## src/rtl/bram_line_player.sv

```systemverilog
// Line-wide single-port BRAM buffer: host loads lines, then plays them back in a loop, one line per next strobe.
// Optional macro BRAM_READBACK_EN: host read of mem[addr] while idle with en=1, we=0.
//
// state | meaning
// IDLE  | host access; write_rdy follows ~generator_mode one cycle late
// CLEAR | zero sweep over all addresses, one per cycle
// PRIME | read of address 0 in flight
// RUN   | line_out = mem[generator_addr], advance on next
module bram_line_player #(
    parameter int DATA_WIDTH = 256,
    parameter int BRAM_DEPTH = 16,
    localparam int AW = $clog2(BRAM_DEPTH)
) (
    input  logic                  clk,
    input  logic                  rst,
    input  logic [AW-1:0]         addr,
    input  logic [DATA_WIDTH-1:0] line_in,
    input  logic                  we,
    input  logic                  en,
    input  logic                  generator_mode,
    input  logic                  clr_bram,
    input  logic                  next,
    output logic [DATA_WIDTH-1:0] line_out,
    output logic                  valid_line_out,
    output logic [AW-1:0]         generator_addr,
    output logic                  write_rdy
);

    typedef enum logic [1:0] {IDLE, CLEAR, PRIME, RUN} state_t;

    localparam logic [AW:0]   DEPTH_W   = (AW+1)'(BRAM_DEPTH);
    localparam logic [AW-1:0] LAST_ADDR = AW'(BRAM_DEPTH - 1);
    localparam logic [AW-1:0] ONE_A     = AW'(1);
    localparam logic [AW:0]   ONE_L     = (AW+1)'(1);

    state_t                state_q, state_d;
    logic [AW:0]           len_q, len_d;
    logic [AW-1:0]         clr_cnt_q, clr_cnt_d;
    logic [AW-1:0]         gen_addr_q, gen_addr_d;
    logic                  valid_q, valid_d;
    logic                  write_rdy_q, write_rdy_d;
    logic [DATA_WIDTH-1:0] line_q;
    logic [DATA_WIDTH-1:0] mem [BRAM_DEPTH];

    logic          addr_ok;
    logic          wr_accept;
    logic          rb_req;
    logic          rd_en;
    logic [AW-1:0] rd_addr;
    logic          clr_we;
    logic [AW-1:0] gen_addr_nxt;

    assign addr_ok   = {1'b0, addr} < DEPTH_W;
    // write_rdy_q can only be high while in IDLE, so it alone qualifies the host port
    assign wr_accept = write_rdy_q & we & en & addr_ok & ~clr_bram;

`ifdef BRAM_READBACK_EN
    assign rb_req = (state_q == IDLE) & en & ~we & addr_ok & ~clr_bram & ~generator_mode;
`else
    assign rb_req = 1'b0;
`endif

    assign gen_addr_nxt = ({1'b0, gen_addr_q} == len_q - ONE_L) ? '0 : gen_addr_q + ONE_A;

    always_ff @(posedge clk) begin
        if (rst) begin
            state_q     <= IDLE;
            len_q       <= '0;
            clr_cnt_q   <= '0;
            gen_addr_q  <= '0;
            valid_q     <= 1'b0;
            write_rdy_q <= 1'b0;
        end else begin
            state_q     <= state_d;
            len_q       <= len_d;
            clr_cnt_q   <= clr_cnt_d;
            gen_addr_q  <= gen_addr_d;
            valid_q     <= valid_d;
            write_rdy_q <= write_rdy_d;
        end
    end

    always_comb begin
        state_d   = state_q;
        clr_cnt_d = clr_cnt_q;
        if (clr_bram) begin
            state_d   = CLEAR;
            clr_cnt_d = '0;
        end else begin
            case (state_q)
                IDLE:  if (generator_mode && len_q != '0) state_d = PRIME;
                CLEAR: begin
                    clr_cnt_d = clr_cnt_q + ONE_A;
                    if (clr_cnt_q == LAST_ADDR) state_d = IDLE;
                end
                PRIME: state_d = generator_mode ? RUN : IDLE;
                RUN:   if (!generator_mode) state_d = IDLE;
                default: state_d = IDLE;
            endcase
        end
    end

    always_comb begin
        rd_en       = 1'b0;
        rd_addr     = gen_addr_q;
        clr_we      = 1'b0;
        valid_d     = 1'b0;
        write_rdy_d = 1'b0;
        gen_addr_d  = gen_addr_q;
        len_d       = len_q;
        if (clr_bram) begin
            gen_addr_d = '0;
            len_d      = '0;
        end else begin
            if (wr_accept && {1'b0, addr} >= len_q) len_d = {1'b0, addr} + ONE_L;
            case (state_q)
                IDLE: begin
                    write_rdy_d = ~generator_mode;
                    if (rb_req) begin
                        rd_en   = 1'b1;
                        rd_addr = addr;
                        valid_d = 1'b1;
                    end
                end
                CLEAR: clr_we = 1'b1;
                PRIME: begin
                    gen_addr_d = '0;
                    if (generator_mode) begin
                        rd_en   = 1'b1;
                        rd_addr = '0;
                        valid_d = 1'b1;
                    end
                end
                RUN: begin
                    if (generator_mode) begin
                        rd_en   = 1'b1;
                        valid_d = 1'b1;
                        if (next) begin
                            rd_addr    = gen_addr_nxt;
                            gen_addr_d = gen_addr_nxt;
                        end
                    end else begin
                        gen_addr_d = '0;
                    end
                end
                default: ;
            endcase
        end
    end

    // Memory carries no reset; rst only stops an in-progress clear sweep or write.
    always_ff @(posedge clk) begin
        if (!rst) begin
            if (clr_we)
                mem[clr_cnt_q] <= '0;
            else if (wr_accept)
                mem[addr] <= line_in;
        end
    end

    always_ff @(posedge clk) begin
        if (rst)
            line_q <= '0;
        else if (rd_en)
            line_q <= mem[rd_addr];
    end

    assign line_out       = line_q;
    assign valid_line_out = valid_q;
    assign generator_addr = gen_addr_q;
    assign write_rdy      = write_rdy_q;

endmodule

```

## config.mk

```make
export PLATFORM = sky130hd
export DESIGN_NAME = bram_line_player
export DESIGN_NICKNAME = d
export VERILOG_FILES = /design/src/rtl/bram_line_player.sv
export SDC_FILE = /design/constraint.sdc
export NUM_CORES = 2
export LEC_CHECK = 0
export CAP_MARGIN = 15
export CORE_ASPECT_RATIO = 1.2
export CORE_MARGIN = 4
export CORE_UTILIZATION = 57
export DETAILED_ROUTE_END_ITERATION = 10
export DONT_BUFFER_PORTS = 1
export GPL_TIMING_DRIVEN = 0
export PLACE_DENSITY = 0.75
export RECOVER_POWER = 50
export SLEW_MARGIN = 5
export SYNTH_ARGS = -nofsm -noshare
export SYNTH_HDL_FRONTEND = slang
export SYNTH_SLANG_ARGS = --single-unit
```

## constraint.sdc

```tcl
create_clock -name clk -period 17.8 [get_ports clk]
set_input_delay 4.45 -clock clk [delete_from_list [all_inputs] [get_ports clk]]
set_output_delay 4.45 -clock clk [all_outputs]
set_load 0.03 [all_outputs]
```

==> insert_results.sql <==
INSERT INTO impl_metrics (metric_group, metric, value, unit) VALUES
('floorplan', 'chipWidth', '508.8', 'microns'),
('worst_setup_path', 'startpoint_type_of_the_worst_setup_path', 'input pin', ''),
('timing', 'timing.final.hold_violations', '0', ''),
('worst_setup_path', 'biggest_cell_delay_along_the_critical_path', '1.62', 'ns'),
('floorplan', 'core', '299500', 'sq um'),
('synthesis', 'synthMostInstantiatedCell', 'sky130_fd_sc_hd__edfxtp_1', ''),
('status', 'failed_checks', 'max-capacitance violations, max-slew violations', ''),
('worst_setup_path', 'critPathSlowestCell', 'sky130_fd_sc_hd__nor2_1', ''),
('routing', 'routed_wirelength', '514700', 'microns'),
('global_route', 'global_route_wire_length_before_repair', '727200', 'microns'),
('timing', 'timing.final.ws_setup', '7.459', 'ns'),
('cts', 'tritoncts_num_sinks', '4369', ''),
('floorplan', 'ios', '529', ''),
('cts', 'clk_pin_slew', '0.07', 'ns'),
('worst_setup_path', 'crit_type', 'input pin to flip-flop', ''),
('worst_setup_path', 'path_buf_inv', '6', ''),
('synthesis', 'netlist.top_cell.by_area', 'sky130_fd_sc_hd__edfxtp_1', ''),
('place', 'numPortBuffers', '0', ''),
('timing', 'max-slew-margin-rel', '-0.7900', ''),
('worst_setup_path', 'worstPathCellList', 'clkbuf_1 > nand4b_1 > or2_2 > nor2_1 > clkbuf_1 > a31oi_1 > nor2_1 > clkbuf_1 > buf_12 > buf_16 > buf_12', ''),
('timing', 'timing_worst_slew_pin_value', '2.675', 'ns'),
('job', 'total_of_max_cap_violations', '32', ''),
('synthesis', 'syn_area', '171500', 'sq um'),
('cts', 'clock_tree.htree_level_count', '5', ''),
('synthesis', 'syn_avg_cell_area', '14.83', 'sq um'),
('routing', 'detailroute.via_count', '107700', ''),
('power_and_ir_drop', 'worst_ir_drop_vdd', '0.09586', 'mV'),
('synthesis', 'synth_ff_type', 'sky130_fd_sc_hd__edfxtp_1', ''),
('timing', 'max_freq', '0.09670', 'GHz'),
('synthesis', 'synth.top_cells.by_count', 'sky130_fd_sc_hd__edfxtp_1 (4096), sky130_fd_sc_hd__nand2_1 (2529), sky130_fd_sc_hd__mux2i_1 (706)', ''),
('final_layout', 'layout.nets', '12460', ''),
('final_layout', 'instances_no_fill', '16640', ''),
('timing', 'maximum_clock_skew_at_final_layout', '0.1154', 'ns'),
('routing', 'route.detailed.wl_per_inst', '30.94', 'microns'),
('worst_setup_path', 'worst_setup_path_end_kind', 'flip-flop', ''),
('worst_setup_path', 'timing.critical_path.required', '18.42', 'ns'),
('worst_setup_path', 'critical_path.max_fanout', '28', ''),
('floorplan', 'area_enclosed_by_the_die_boundary', '309800', 'sq um'),
('cts', 'cts-buffers-inserted', '412', ''),
('synthesis', 'synth.area.top_cells', 'sky130_fd_sc_hd__edfxtp_1 (72%), sky130_fd_sc_hd__nand2_1 (5.5%), sky130_fd_sc_hd__mux2i_1 (4.1%)', ''),
('final_layout', 'finish.utilization', '0.6486', ''),
('synthesis', 'number_of_flops_mapped_to_enable_cells_by_yosys', '4096', ''),
('floorplan', 'die_height', '609.0', 'microns'),
('routing', 'detail_route.iter0.violations', '14210', ''),
('min_path', 'hold_path_depth', '2', ''),
('cts', 'clock_tree_from_tritoncts', 'done', ''),
('place', 'cell_count_after_placement', '15770', ''),
('timing', 'layout_worst_path_cycle_share', '0.5810', ''),
('worst_setup_path', 'cp_num_cells', '11', ''),
('status', 'outcome', 'complete, but fails checks', ''),
('min_path', 'holdCritPathClass', 'flip-flop to flip-flop', ''),
('synthesis', 'synth_cell_type_count', '56', ''),
('synthesis', 'async_reset_ff_frac', '0', ''),
('synthesis', 'post_synth_top_area_share', '0.7170', ''),
('timing', 'final_max_slew_viol_count', '470', ''),
('global_route', 'initial_antenna_violation_count', '120', ''),
('final_layout', 'post_route_cells_drive_above_1_share', '0.1089', ''),
('power_and_ir_drop', 'pwr_density', '102.8', 'nW/um^2'),
('timing', 'grt_setup_unrepaired', 'false', ''),
('floorplan', 'start_util', '0.5728', ''),
('place', 'preCtsSetupSlack', '7.722', 'ns'),
('cts', 'post_cts_hold_buffer_count', '0', ''),
('cts', 'cts-root-buf', 'sky130_fd_sc_hd__clkbuf_16', ''),
('synthesis', 'synth_fp_nets', '11840', ''),
('routing', 'vias_per_cell', '6.477', ''),
('global_route', 'grt_usage', '0.3233', ''),
('worst_setup_path', 'crit_path_frequent_cell', 'sky130_fd_sc_hd__clkbuf_1', ''),
('global_route', 'grt_start_max_net_pins', '35', ''),
('routing', 'post-route-drc-count', '0', ''),
('worst_setup_path', 'worst-endpoint-arrival', '10.96', 'ns'),
('cts', 'cts.repair.resized', '0', '');
[power by group]
group | total [uW] | switching [uW] | leakage [uW] | internal [uW]
clock network | 8790 | 3810 | 0.00665 | 4990
logic | 80.4 | 59.6 | 0.0199 | 20.8
registers | 11100 | 7.20 | 0.0425 | 11100
[worst paths after layout]
check | from | end | slack (ns)
worst min-delay path | len_q[1] | len_q[1] | 0.54
worst max register to register | write_rdy | mem[3][135] | 10.67
worst max-delay path | clr_bram | mem[3][135] | 7.46
worst min register to register | len_q[1] | len_q[1] | 0.54
[logic make-up (layout without fill, tap and decap cells)]
kind of cell,after synthesis,in the layout,synth area share
buffers and inverters,819,1794,0.02220
multiplexers,1160,1160,0.07106
other,0,100,0
AO/OA/AOI/OAI,1590,1590,0.06688
AND/OR/NAND/NOR,3608,3608,0.08984
XOR/XNOR,11,11,0.0005616
adder cells (fa/ha/maj),8,8,0.0005835
flip-flops,4369,4369,0.7489
[final cells by class]
type,instances,area (sq um)
Timing Repair Buffer,208,3979
Fill cell,20310,105200
Tap cell,3996,5000
Antenna cell,100,250.2
Multi-Input combinational cell,6377,39240
Clock inverter,198,1889
Sequential cell,4369,128500
Inverter,10,37.54
Buffer,809,3767
Clock buffer,569,11630
[routing by layer]
| metal | wire (microns) | part of all wire | up-vias | GRT usage |
|---|---|---|---|---|
| li1 | - | - | 45330 | - |
| met1 | 170000 | 0.33 | 53310 | 0.3858 |
| met2 | 241800 | 0.47 | 7388 | 0.5121 |
| met3 | 65420 | 0.13 | 1667 | 0.1013 |
| met4 | 37200 | 0.072 | 54 | 0.2021 |
| met5 | 338 | 0.00066 | - | 0 |
[worst register-to-register path, delay by kind of cell (launching register included)]
| kind | cells | cell delay, ns |
|---|---|---|
| buffers and inverters | 5 | 2.56 |
| and+or+nand+nor | 4 | 3.14 |
| AOI/OAI and AO/OA | 1 | 0.30 |
| DFF | 1 | 0.79 |
[registers in the layout (all words and copies together) (netlist names)]
name and count:
write_rdy 1, clr_cnt_q 4, len_q 5, line_out 256, valid_line_out 1, mem 4096, state_q 2, generator_addr 4
[through the flow]
step / total power [uW] / hold WS (ns) / cell area [sq um]
2_1_floorplan: 11360 / 0.4786 / 171500
3_3_place_gp: 11400 / 0.5031 / 176500
3_5_place_dp: 11390 / 0.5193 / 181000
4_1_cts: 19980 / 0.5342 / 194500
5_1_grt: 20400 / 0.5804 / 194100
6_report: 19970 / 0.5379 / 194300
[layout by cell type, fill, tap and decap left out, drive strengths merged, types with 22 or more instances in the layout]
cell	n
mux2i	706
edfxtp	4096
bufinv	28
o221ai	54
a211oi	456
a31oi	53
dfxtp	273
mux2	453
inv	22
nand2	2530
a311oi	23
buf	571
and3	50
clkinv	147
clkbuf	1015
a32oi	457
and2	257
nand3	413
nor2	133
diode	100
a21oi	485
nor4	186
(Power assumes the default switching activity.)
